File: src/rtl/writeback_stage_pkg.sv
// Shared pipeline encodings for the writeback stage: result source and load size.
package writeback_stage_pkg;

    typedef enum logic [1:0] {
        WB_ALU  = 2'd0,
        WB_LOAD = 2'd1,
        WB_PC4  = 2'd2,
        WB_NONE = 2'd3
    } wb_sel_e;

    typedef enum logic [1:0] {
        LS_BYTE = 2'd0,
        LS_HALF = 2'd1,
        LS_WORD = 2'd2
    } load_size_e;

    localparam int XLEN = 32;

endpackage

File: src/rtl/writeback_stage_load_extend.sv
// Combinational load alignment: picks the addressed byte/half-word and extends it to 32 bits.
module load_extend
    import writeback_stage_pkg::*;
(
    input  logic [XLEN-1:0] load_data,
    input  logic [1:0]      byte_offset,
    input  logic [1:0]      load_size,
    input  logic            load_unsigned,
    output logic [XLEN-1:0] value
);

    logic signed [7:0]  byte_sel;
    logic signed [15:0] half_sel;

    function automatic logic [XLEN-1:0] extend_byte(input logic signed [7:0] b, input logic zext);
        return zext ? {24'd0, b} : XLEN'(b);
    endfunction

    function automatic logic [XLEN-1:0] extend_half(input logic signed [15:0] h, input logic zext);
        return zext ? {16'd0, h} : XLEN'(h);
    endfunction

    always_comb begin
        byte_sel = load_data[{byte_offset, 3'b000} +: 8];
        half_sel = byte_offset[1] ? load_data[31:16] : load_data[15:0];
        value    = load_data;
        // Size code 3 is unused by the decoder and falls through to WORD.
        case (load_size)
            LS_BYTE: value = extend_byte(byte_sel, load_unsigned);
            LS_HALF: value = extend_half(half_sel, load_unsigned);
            default: value = load_data;
        endcase
    end

endmodule

File: src/rtl/writeback_stage.sv
// Writeback stage: registers the selected result into the register-file write port and counts retirements.
module writeback_stage
    import writeback_stage_pkg::*;
#(
    parameter int INSTRET_WIDTH = 64
) (
    input  logic                     clk,
    input  logic                     rst,
    input  logic                     mem_valid,
    output logic                     mem_ready,
    input  logic                     hold,
    input  logic [4:0]               mem_rd,
    input  logic [1:0]               mem_wb_sel,
    input  logic [XLEN-1:0]          mem_alu_result,
    input  logic [XLEN-1:0]          mem_load_data,
    input  logic [1:0]               mem_byte_offset,
    input  logic [1:0]               mem_load_size,
    input  logic                     mem_load_unsigned,
    input  logic [XLEN-1:0]          mem_pc_plus4,
    output logic [4:0]               write_address,
    output logic [XLEN-1:0]          write_data,
    output logic                     write_enable,
    output logic                     retire,
    output logic [INSTRET_WIDTH-1:0] instret
);

    logic            transfer_p0;
    logic            write_p0;
    logic [XLEN-1:0] load_value_p0;
    logic [XLEN-1:0] result_p0;

    assign mem_ready   = !hold;
    assign transfer_p0 = mem_valid && mem_ready;
    assign write_p0    = (mem_wb_sel != WB_NONE) && (mem_rd != 5'd0);

    load_extend u_load_extend (
        .load_data     (mem_load_data),
        .byte_offset   (mem_byte_offset),
        .load_size     (mem_load_size),
        .load_unsigned (mem_load_unsigned),
        .value         (load_value_p0)
    );

    always_comb begin
        result_p0 = mem_alu_result;
        case (mem_wb_sel)
            WB_LOAD: result_p0 = load_value_p0;
            WB_PC4:  result_p0 = mem_pc_plus4;
            default: result_p0 = mem_alu_result;
        endcase
    end

    // p0 -> p1: register-file write port and retirement bookkeeping
    always_ff @(posedge clk) begin
        if (!rst) begin
            write_address <= '0;
            write_data    <= '0;
            write_enable  <= 1'b0;
            retire        <= 1'b0;
            instret       <= '0;
        end else begin
            write_enable <= 1'b0;
            retire       <= 1'b0;
            if (transfer_p0) begin
                write_address <= mem_rd;
                write_data    <= result_p0;
                write_enable  <= write_p0;
                retire        <= 1'b1;
                instret       <= instret + INSTRET_WIDTH'(1);
            end
        end
    end

endmodule

File: config.mk
export PLATFORM = sky130hd
export DESIGN_NAME = writeback_stage
export DESIGN_NICKNAME = d
export VERILOG_FILES = /design/src/rtl/writeback_stage_pkg.sv /design/src/rtl/writeback_stage_load_extend.sv /design/src/rtl/writeback_stage.sv
export SDC_FILE = /design/constraint.sdc
export NUM_CORES = 1
export LEC_CHECK = 0
export BUFFER_PORTS_ARGS = -buffer_cell sky130_fd_sc_hd__buf_2
export CORE_MARGIN = 2
export CORE_UTILIZATION = 50
export CTS_CLUSTER_DIAMETER = 30
export CTS_CLUSTER_SIZE = 10
export DETAILED_ROUTE_END_ITERATION = 16
export PLACE_DENSITY_LB_ADDON = 0.08
export SETUP_SLACK_MARGIN = 0.15
export SLEW_MARGIN = 5
export SYNTH_ARGS = -nofsm -noshare
export SYNTH_HDL_FRONTEND = slang
export SYNTH_SLANG_ARGS = --single-unit
File: constraint.sdc
create_clock -name clk -period 2.7 [get_ports clk]
set_input_delay 0.135 -clock clk [delete_from_list [all_inputs] [get_ports clk]]
set_output_delay 0.135 -clock clk [all_outputs]
set_load 0.05 [all_outputs]
==> run metrics, run 1 <==
count leader, synth=nand2_1; # rows=38; RSZ-0062 raised after global routing=false; Post-CTS Hold Buffers=0; Total Routed Length=18.99 mm; status=finished, final reports clean; Syn. warnings=0; CTS tree=done; synthesized area per cell=7.765 µm²; leakage=2.965 nW; post-cts resize count=0; Crit-path slowest cell=nor4_1; Synth area leaders=dfxtp_1, nand2_1, a21oi_1; reg2reg setup slack=0.35 ns; DRC=0; Final setup viols=0; ant diodes=0; f_max=0.4254 GHz; CP startpoint kind=flop; top cell type's share of synthesized area=0.3652; Setup TNS=0 ns; full die area=0.01216 mm²; top cell type by total area after synthesis=dfxtp_1; Logic pwr share=0.169; Rel. slew slack=0.4975; Max IR drop VDD=340.6 µV; ratio of cells with drive above 1 in the final layout=0.2903; clk buf depth=2; first-pass GRT wire length=29.57 mm; critical path fanouts, max=6; Synth Area in XOR/XNOR=0.04344; largest net degree at the start of global routing=55; drt first pass iters=5; DIE HEIGHT=110.3 µm; vias post-DR=6,564; Post-synth EDFFs=0; postcts setup bufs=0; Worst-path clk slew=0.07 ns; max cap viols=0; 1st-iter DRT viols=508; Tmin final=2.351 ns; total track usage=0.3091; Layout Skew=0.008558 ns; initial core utilization=0.5162; synthesis-stage register bit count=103; Crit path max-delay family=simple AND/OR/NAND/NOR gates; Root Driver=clkbuf_16; Buf/Inv on CP=0; Synth async-reset ratio=0; number of global-route vias before repair=5,968; Seq/Total Area, Yosys=0.3652; num ports=216; IO buf count=215; Seq pwr share=0.448; P_sw=1.005 mW; clock network power share=0.383; total grt overflow=0; DP HPWL=13.95 mm; Max Transition Viols Final=0; H-tree levels=3; cell internal pwr=2.514 mW; P&R area growth vs syn=27.06%; critical-path cell list=nand3_1 -> nor4_1 -> nand3_1 -> nor4_1 -> mux2i_1; post-synthesis cell type count=50; Synth Flop Type=dfxtp_1; adder-cell share of the synthesized area=0.008865; drt wl/cell=17.75 µm; Req. time, crit path=2.97 ns; Syn Std Cell Area=0.005645 mm²; final cycle utilization of the critical path=0.8707; Final Worst Setup Slack=0.3492 ns; CP endpoint kind=flop; Worst EP arrival=2.62 ns; Die X=110.3 µm; syn_nets=843; Pwr Density=490.6 mW/mm²; FILL cells=980; Syn Inst Count=727; gpl congestion=0.9779; max incr delay on CP=0.62 ns; Worst Max-Slew Pin Slew=0.7468 ns; mux contribution to synthesized area=0.02504; nets=1,041; Clock Sinks=103; DR vias/cell=6.135; Synth Area in Compound Gates=0.2484; Worst-Skew Late Latency=0.35 ns; pre-CTS setup slack=0.2418 ns; Sw Ratio=0.2856; Crit Path Category=flop to flop; Core ar.=0.01094 mm²; largest family of logic cells by synthesized area=simple AND/OR/NAND/NOR gates; final antenna-violating net count=0; Hold Vio Cnt, Final=0; top cells by count, synth=nand2_1, dfxtp_1, a21oi_1; cts bufs inserted=9; HP Class=input pin to flop; Synth Area in Simple Gates=0.2660; initial antenna violation count=0
-- power groups by stage --
stage	combinational, mW	sequential, mW	clock (mW)
3_5_place_dp	0.586	1.61	0
4_1_cts	0.589	1.58	1.37
3_3_place_gp	0.579	1.61	0
2_1_floorplan	0.244	1.74	0
5_1_grt	0.636	1.58	1.43
6_report	0.597	1.58	1.35
-- tightest hold or removal path: stages --
cell	delay (ns)
buf_2	0.10
nand2_1	0.05
a21oi_1	0.05
-- routing by layer --
metal / routed length, µm / GRT usage / vias to the layer above
li1: - / - / 3107
met1: 7210 / 0.3671 / 3098
met2: 9420 / 0.5333 / 315
met3: 1751 / 0.07113 / 44
met4: 610 / 0.1330 / 0
met5: 0 / 0 / -
-- stage by stage --
step           hold WS [ns]  cell area, µm²  power [mW]  utilization  cells
2_1_floorplan        0.2710            5645       1.987            -    727
3_3_place_gp         0.3910            6842       2.188       0.6256   1051
3_5_place_dp         0.3993            6842       2.197       0.6256   1051
4_1_cts             0.02803            7151       3.531       0.6539   1067
5_1_grt             0.03356            7173       3.643       0.6560   1070
6_report            0.03530            7173       3.519       0.6560   1070
-- path summary, 6_finish.rpt --
kind	from	end	cells after the start
max	instret[15]	instret[62]	5
min	mem_rd[4]	write_address[4]	3
max reg2reg	instret[15]	instret[62]	5
min reg2reg	write_data[3]	write_data[3]	2
-- cell usage in the layout, fill, tap and decap left out, drive strengths merged, types with 5 or more instances in the layout --
| cell | count |
|---|---|
| o41ai | 6 |
| o211ai | 23 |
| buf | 233 |
| o31ai | 25 |
| nor4 | 12 |
| o22ai | 38 |
| xnor2 | 12 |
| and2 | 5 |
| mux2 | 7 |
| or4 | 20 |
| o311ai | 6 |
| nor2 | 44 |
| o21ai | 40 |
| xor2 | 16 |
| nand2 | 115 |
| nand3 | 24 |
| and3 | 6 |
| inv | 17 |
| dfxtp | 103 |
| nand4 | 24 |
| nor3 | 11 |
| clkbuf | 11 |
| a221oi | 7 |
| a21oi | 64 |
| or3 | 7 |
| nand2b | 9 |
-- final cells by class --
type | count | area, µm² | area share
sequential | 103 | 2062 | 0.2875
clock buffer | 11 | 252.7 | 0.03523
inverter | 18 | 67.56 | 0.009419
clock inverter | 5 | 56.30 | 0.007849
multi-input combinational | 560 | 3348 | 0.4668
tap | 140 | 175.2 | 0.02442
timing repair buffer | 233 | 1211 | 0.1688
-- cell families (layout without fill, tap and decap cells) --
family | after synthesis | count (layout)
mux | 12 | 12
flops | 103 | 103
fa+ha+maj | 4 | 4
simple gates | 293 | 293
xor+xnor | 28 | 28
compound gates | 223 | 223
buf+inv | 64 | 267
-- flip-flops by register name (all words and copies together) (netlist names) --
register       count
write_data        32
write_enable       1
write_address      5
instret           64
retire             1
Power figures use the tool's default switching activity.
==> run 2: changes to the inputs <==
--- a/config.mk
+++ b/config.mk
@@ -7,11 +7,12 @@
 export LEC_CHECK = 0
 export BUFFER_PORTS_ARGS = -buffer_cell sky130_fd_sc_hd__buf_2
 export CORE_MARGIN = 2
-export CORE_UTILIZATION = 50
+export CORE_UTILIZATION = 53
 export CTS_CLUSTER_DIAMETER = 30
 export CTS_CLUSTER_SIZE = 10
 export DETAILED_ROUTE_END_ITERATION = 16
 export PLACE_DENSITY_LB_ADDON = 0.08
+export REMOVE_ABC_BUFFERS = 1
 export SETUP_SLACK_MARGIN = 0.15
 export SLEW_MARGIN = 5
 export SYNTH_ARGS = -nofsm -noshare
==> constraint.sdc (replaced) <==
create_clock -name clk -period 2.9 [get_ports clk]
set_input_delay 0.145 -clock clk [delete_from_list [all_inputs] [get_ports clk]]
set_output_delay 0.145 -clock clk [all_outputs]
set_load 0.05 [all_outputs]
==> run metrics, run 2 (synthesized netlist as in run 1, its figures left out) <==
Critical Path Source=instret[8]; clk buf depth=2; # rows=37; WHS=0.007743 ns; Final Cell Area=0.007043 mm²; CP endpoint kind=flop; vias post-DR=6,603; critical-path cell list=nand4_4 -> nor4_4 -> nand4_1 -> or4_1 -> a21oi_1; cts bufs inserted=9; most common cell after layout, fill and taps aside=buf_2; num ports=216; Die X=107.2 µm; Total Routed Length=18.42 mm; final cycle utilization of the critical path=0.8851; Root Driver=clkbuf_8; leakage=2.902 nW; Worst-path clk slew=0.10 ns; Largest regs=instret x64, write_data x32, write_address x5; Pwr Density=420.1 mW/mm²; GRT busiest layer=met2; critical path capture point=instret[56]; first-pass GRT wire length=28.90 mm; ratio of cells with drive above 1 in the final layout=0.2839; 1st-iter DRT viols=493; worst reg2reg path startpoint=instret[8]; drt first pass iters=6; Max IR drop VDD=260.8 µV; P&R area growth vs syn=24.76%; postcts setup bufs=0; CTS tree=done; status=finished, final reports clean; largest net degree at the start of global routing=55; CP startpoint kind=flop; Final Non-Filler Cells=1,060; multi-input logic area=0.003357 mm²; reg2reg setup slack=0.33 ns; Layout Skew=0.01083 ns; Max Transition Viols Final=0; max incr delay on CP=0.62 ns; gpl congestion=0.8924; met1 Use GR=0.3751; full die area=0.01149 mm²; met2 GRT Util=0.5289; total grt overflow=0; Placed Area=0.006827 mm²; Crit-path slowest cell=or4_1; grt met3 use=0.06201; Inst Count DP=1,044; Core Util, Final=0.6822; DR vias/cell=6.229; Rel. slew slack=0.5177; HP Class=input pin to flop; Tmin final=2.567 ns; H-tree levels=3; Storage cell area=0.002062 mm²; Largest Register=instret; number of global-route vias before repair=6,028; Crit Path Category=flop to flop; DIE HEIGHT=107.2 µm; f_max=0.3896 GHz; DRC=0; DP HPWL=13.69 mm; critical path fanouts, max=12; RSZ-0062 raised after global routing=false; Req. time, crit path=3.21 ns; Worst-Skew Late Latency=0.38 ns; drt wl/cell=17.38 µm; r2r worst-path depth=5; total track usage=0.3121; Clock Sinks=103; FILL cells=906; reg2reg end=instret[56]; highest-count cells in the layout ignoring fill and taps=buf_2, nand2_1, dfxtp_1, a21oi_1, nor2_1; initial core utilization=0.5468; max cap viols=0; Largest register FFs=64; Hold Vio Cnt, Final=0; Worst Max-Slew Pin Slew=0.7168 ns; nets=1,036; Worst EP arrival=2.88 ns; IO buf count=215; initial antenna violation count=1; Core ar.=0.01032 mm²; final antenna-violating net count=0; Final setup viols=0
## run 2: power by group
group | total (mW) | internal [mW] | switching (mW)
combinational | 0.555 | 0.180 | 0.375
sequential | 1.47 | 1.45 | 0.0194
clock | 0.935 | 0.438 | 0.498
## run 2: metrics by stage
stage	power [mW]	setup WS (ns)	TNS, ns
3_5_place_dp	2.047	0.4076	0
3_3_place_gp	2.034	0.5122	0
5_1_grt	3.075	0.1708	0
6_report	2.959	0.3332	0
4_1_cts	2.968	0.3838	0
2_1_floorplan	1.829	-0.06526	-1.044
## run 2: worst min path at each step
stage | start | to | slack (ns) | cells past startpoint
after floorplan | rst | instret[22] | 0.27 | 1
after global placement | mem_rd[3] | write_address[3] | 0.40 | 3
after detailed placement | mem_rd[0] | write_address[0] | 0.41 | 3
after CTS | mem_rd[3] | write_address[3] | 0.002 | 3
after global routing | mem_rd[3] | write_address[3] | 0.01 | 3
final | mem_rd[3] | write_address[3] | 0.008 | 3
## run 2: timing repair
item	4_1_cts	5_1_grt
hold endpoints to repair	1	0
resized for setup	0	1
hold buffers	1	0
endpoints found under the setup margin	0	2
## run 2: worst max-delay path, delay by kind of cell (launching register included)
kind / cells / cell delay (ns)
compound gates: 1 / 0.15
flops: 1 / 0.46
simple gates: 4 / 1.89
## run 2: cell type report
class	count	share of cell area
multi-input cells	560	0.4766
flip-flops and latches	103	0.2928
repair buffers	228	0.1688
well taps	136	0.02416
clock buffers	11	0.02150
inverters	18	0.009593
clock inverters	3	0.006218
diodes	1	0.0003553
## run 2: layer usage
layer | share of wire | vias up
met1 | 0.40 | 3136
li1 | - | 3102
met4 | 0.038 | 0
met3 | 0.080 | 48
met5 | 0 | -
met2 | 0.48 | 317
==> run 3: changes to the inputs <==
--- a/config.mk
+++ b/config.mk
@@ -5,9 +5,10 @@
 export SDC_FILE = /design/constraint.sdc
 export NUM_CORES = 1
 export LEC_CHECK = 0
+export ABC_AREA = 1
 export BUFFER_PORTS_ARGS = -buffer_cell sky130_fd_sc_hd__buf_2
 export CORE_MARGIN = 2
-export CORE_UTILIZATION = 53
+export CORE_UTILIZATION = 55
 export CTS_CLUSTER_DIAMETER = 30
 export CTS_CLUSTER_SIZE = 10
 export DETAILED_ROUTE_END_ITERATION = 16
==> run metrics, run 3 <==
Core ar.=0.01142 mm²; total track usage=0.3143; Synth Area in Compound Gates=0.1264; cts bufs inserted=9; initial antenna violation count=1; total grt overflow=0; Post-CTS Hold Buffers=0; P_sw=0.9498 mW; drt wl/cell=13.96 µm; post-cts resize count=0; Tmin final=1.965 ns; most common cell after layout, fill and taps aside=nand2_1; top cell type's share of synthesized area=0.3205; mux contribution to synthesized area=0; f_max=0.5090 GHz; num ports=216; largest net degree at the start of global routing=81; CTS tree=done; Largest regs=instret x64, write_data x32, write_address x5; count leader, synth=nand2_1; CP startpoint kind=flop; 1st-iter DRT viols=686; Seq pwr share=0.446; Syn Std Cell Area=0.006434 mm²; Largest register FFs=64; HP Class=input pin to flop; reg2reg setup slack=0.94 ns; full die area=0.01258 mm²; Total Routed Length=20.02 mm; WHS=0.03961 ns; Root Driver=clkbuf_16; hold path startpoint=mem_rd[4]; Final Total Pwr=3.284 mW; final cycle utilization of the critical path=0.6775; max cap viols=0; DP HPWL=14.98 mm; postcts setup bufs=0; gpl congestion=0.9319; synthesis-stage register bit count=103; DIE HEIGHT=112.2 µm; Worst Max-Slew Pin Slew=0.9666 ns; worst reg2reg path startpoint=instret[0]; critical path fanouts, max=8; vias post-DR=7,602; cell internal pwr=2.334 mW; number of global-route vias before repair=6,746; Worst-Skew Late Latency=0.35 ns; Req. time, crit path=3.20 ns; ratio of cells with drive above 1 in the final layout=0.2163; Die X=112.2 µm; Setup TNS=0 ns; pre-CTS setup slack=0.9769 ns; Synth Area in XOR/XNOR=0.03267; Post-synth EDFFs=0; first-pass GRT wire length=32.58 mm; Synth area leaders=dfxtp_1, nand2_1, nor2_1; DR vias/cell=5.301; Syn. warnings=0; Hold Vio Cnt, Final=0; final antenna-violating net count=0; Logic pwr share=0.173; H-tree levels=3; Syn Inst Count=1,095; hold depth=3; Final Worst Setup Slack=0.9354 ns; Synth Flop Type=dfxtp_1; Worst-path clk slew=0.07 ns; IO buf count=215; Critical Path Source=instret[0]; top cell type by total area after synthesis=dfxtp_1; Layout Skew=0.006601 ns; Worst EP arrival=2.26 ns; P&R area growth vs syn=22.23%; CP endpoint kind=flop; status=finished, final reports clean; reg2reg end=instret[60]; Seq/Total Area, Yosys=0.3205; Sw Ratio=0.2892; initial core utilization=0.5634; Largest Register=instret; largest family of logic cells by synthesized area=simple AND/OR/NAND/NOR gates; drt first pass iters=5; adder-cell share of the synthesized area=0.007779; worst hold endpoint=write_address[4]; Final setup viols=0; FILL cells=1,110; highest-count cells in the layout ignoring fill and taps=nand2_1, nor2_1, buf_2, dfxtp_1, a21oi_1; top cells by count, synth=nand2_1, nor2_1, dfxtp_1; Synth Area in Simple Gates=0.4411; DRC=0; Max Transition Viols Final=0; Pwr Density=417.6 mW/mm²; synthesized area per cell=5.875 µm²; clock network power share=0.381; leakage=3.461 nW; Clock Sinks=103; post-synthesis cell type count=41; # rows=39; Rel. slew slack=0.3549; RSZ-0062 raised after global routing=false; clk buf depth=2; Synth async-reset ratio=0; r2r worst-path depth=11; Max IR drop VDD=375.4 µV; Crit Path Category=flop to flop; nets=1,402
==> run 3: cell types whose count changed after synthesis, moves of 20 or more <==
cell,delta
nand2_1,+227
nor2_1,+211
inv_1,+42
a21oi_1,+37
o22ai_1,-31
o31ai_1,-25
o211ai_1,-20
or4_1,-20
==> run 3: area by class of cell <==
cell class              count  area, µm²  share of cell area
clock inverters             4      45.04            0.005728
inverters                  76      290.3             0.03691
diodes                      1      2.502           0.0003182
multi-input cells         875       3911              0.4974
well taps                 143      178.9             0.02275
clock buffers              11      252.7             0.03214
repair buffers            221       1121              0.1426
flip-flops and latches    103       2062              0.2622
==> run 3: worst max path at each step <==
stage	end	depth (start not counted)	slack, ns
6_report	instret[60]	11	0.94
2_1_floorplan	instret[63]	12	0.60
5_1_grt	instret[52]	11	0.73
4_1_cts	instret[56]	10	0.95
3_3_place_gp	instret[56]	10	1.07
3_5_place_dp	instret[56]	10	0.98
==> run 3: metal layers <==
layer / global-route usage / vias to the layer above / routed length, µm
met2: 0.4984 / 300 / 9072
li1: - / 3851 / -
met4: 0.1114 / 0 / 457
met3: 0.04860 / 33 / 1447
met1: 0.4370 / 3418 / 9040
met5: 0 / - / 0
==> run 3: power by group through the flow <==
stage | Clock [mW] | Combinational [mW] | Sequential, mW
after floorplan | 0 | 0.244 | 1.61
after global placement | 0 | 0.554 | 1.50
after detailed placement | 0 | 0.560 | 1.50
after CTS | 1.26 | 0.563 | 1.46
after global routing | 1.32 | 0.626 | 1.47
final | 1.25 | 0.569 | 1.46
==> run 3: worst max-delay path, cell delays in order (launching register included) <==
cell and delay [ns]:
dfxtp_1 0.44, ha_1 0.20, inv_1 0.05, nor2_2 0.18
nand2_2 0.12, nor2_4 0.22, nand3_2 0.15, nor2_4 0.23
nand3_1 0.11, nand2_1 0.08, nand2_1 0.05, nor2_1 0.07
==> run 3: kinds of logic (layout without fill, tap and decap cells) <==
kind of cell / count (synthesis) / after routing
AND/OR/NAND/NOR: 691 / 691
AO/OA/AOI/OAI: 156 / 156
buffers and inverters: 117 / 312
flip-flops: 103 / 103
XOR/XNOR: 24 / 24
adder cells (fa/ha/maj): 4 / 4
other: 0 / 1
==> run 3: stage by stage <==
step,cells,utilization,area [µm²]
finish,1434,0.6887,7864
global route,1434,0.6887,7864
CTS,1433,0.6885,7861
detailed placement,1418,0.6624,7564
global placement,1418,0.6624,7564
floorplan,1054,-,6264
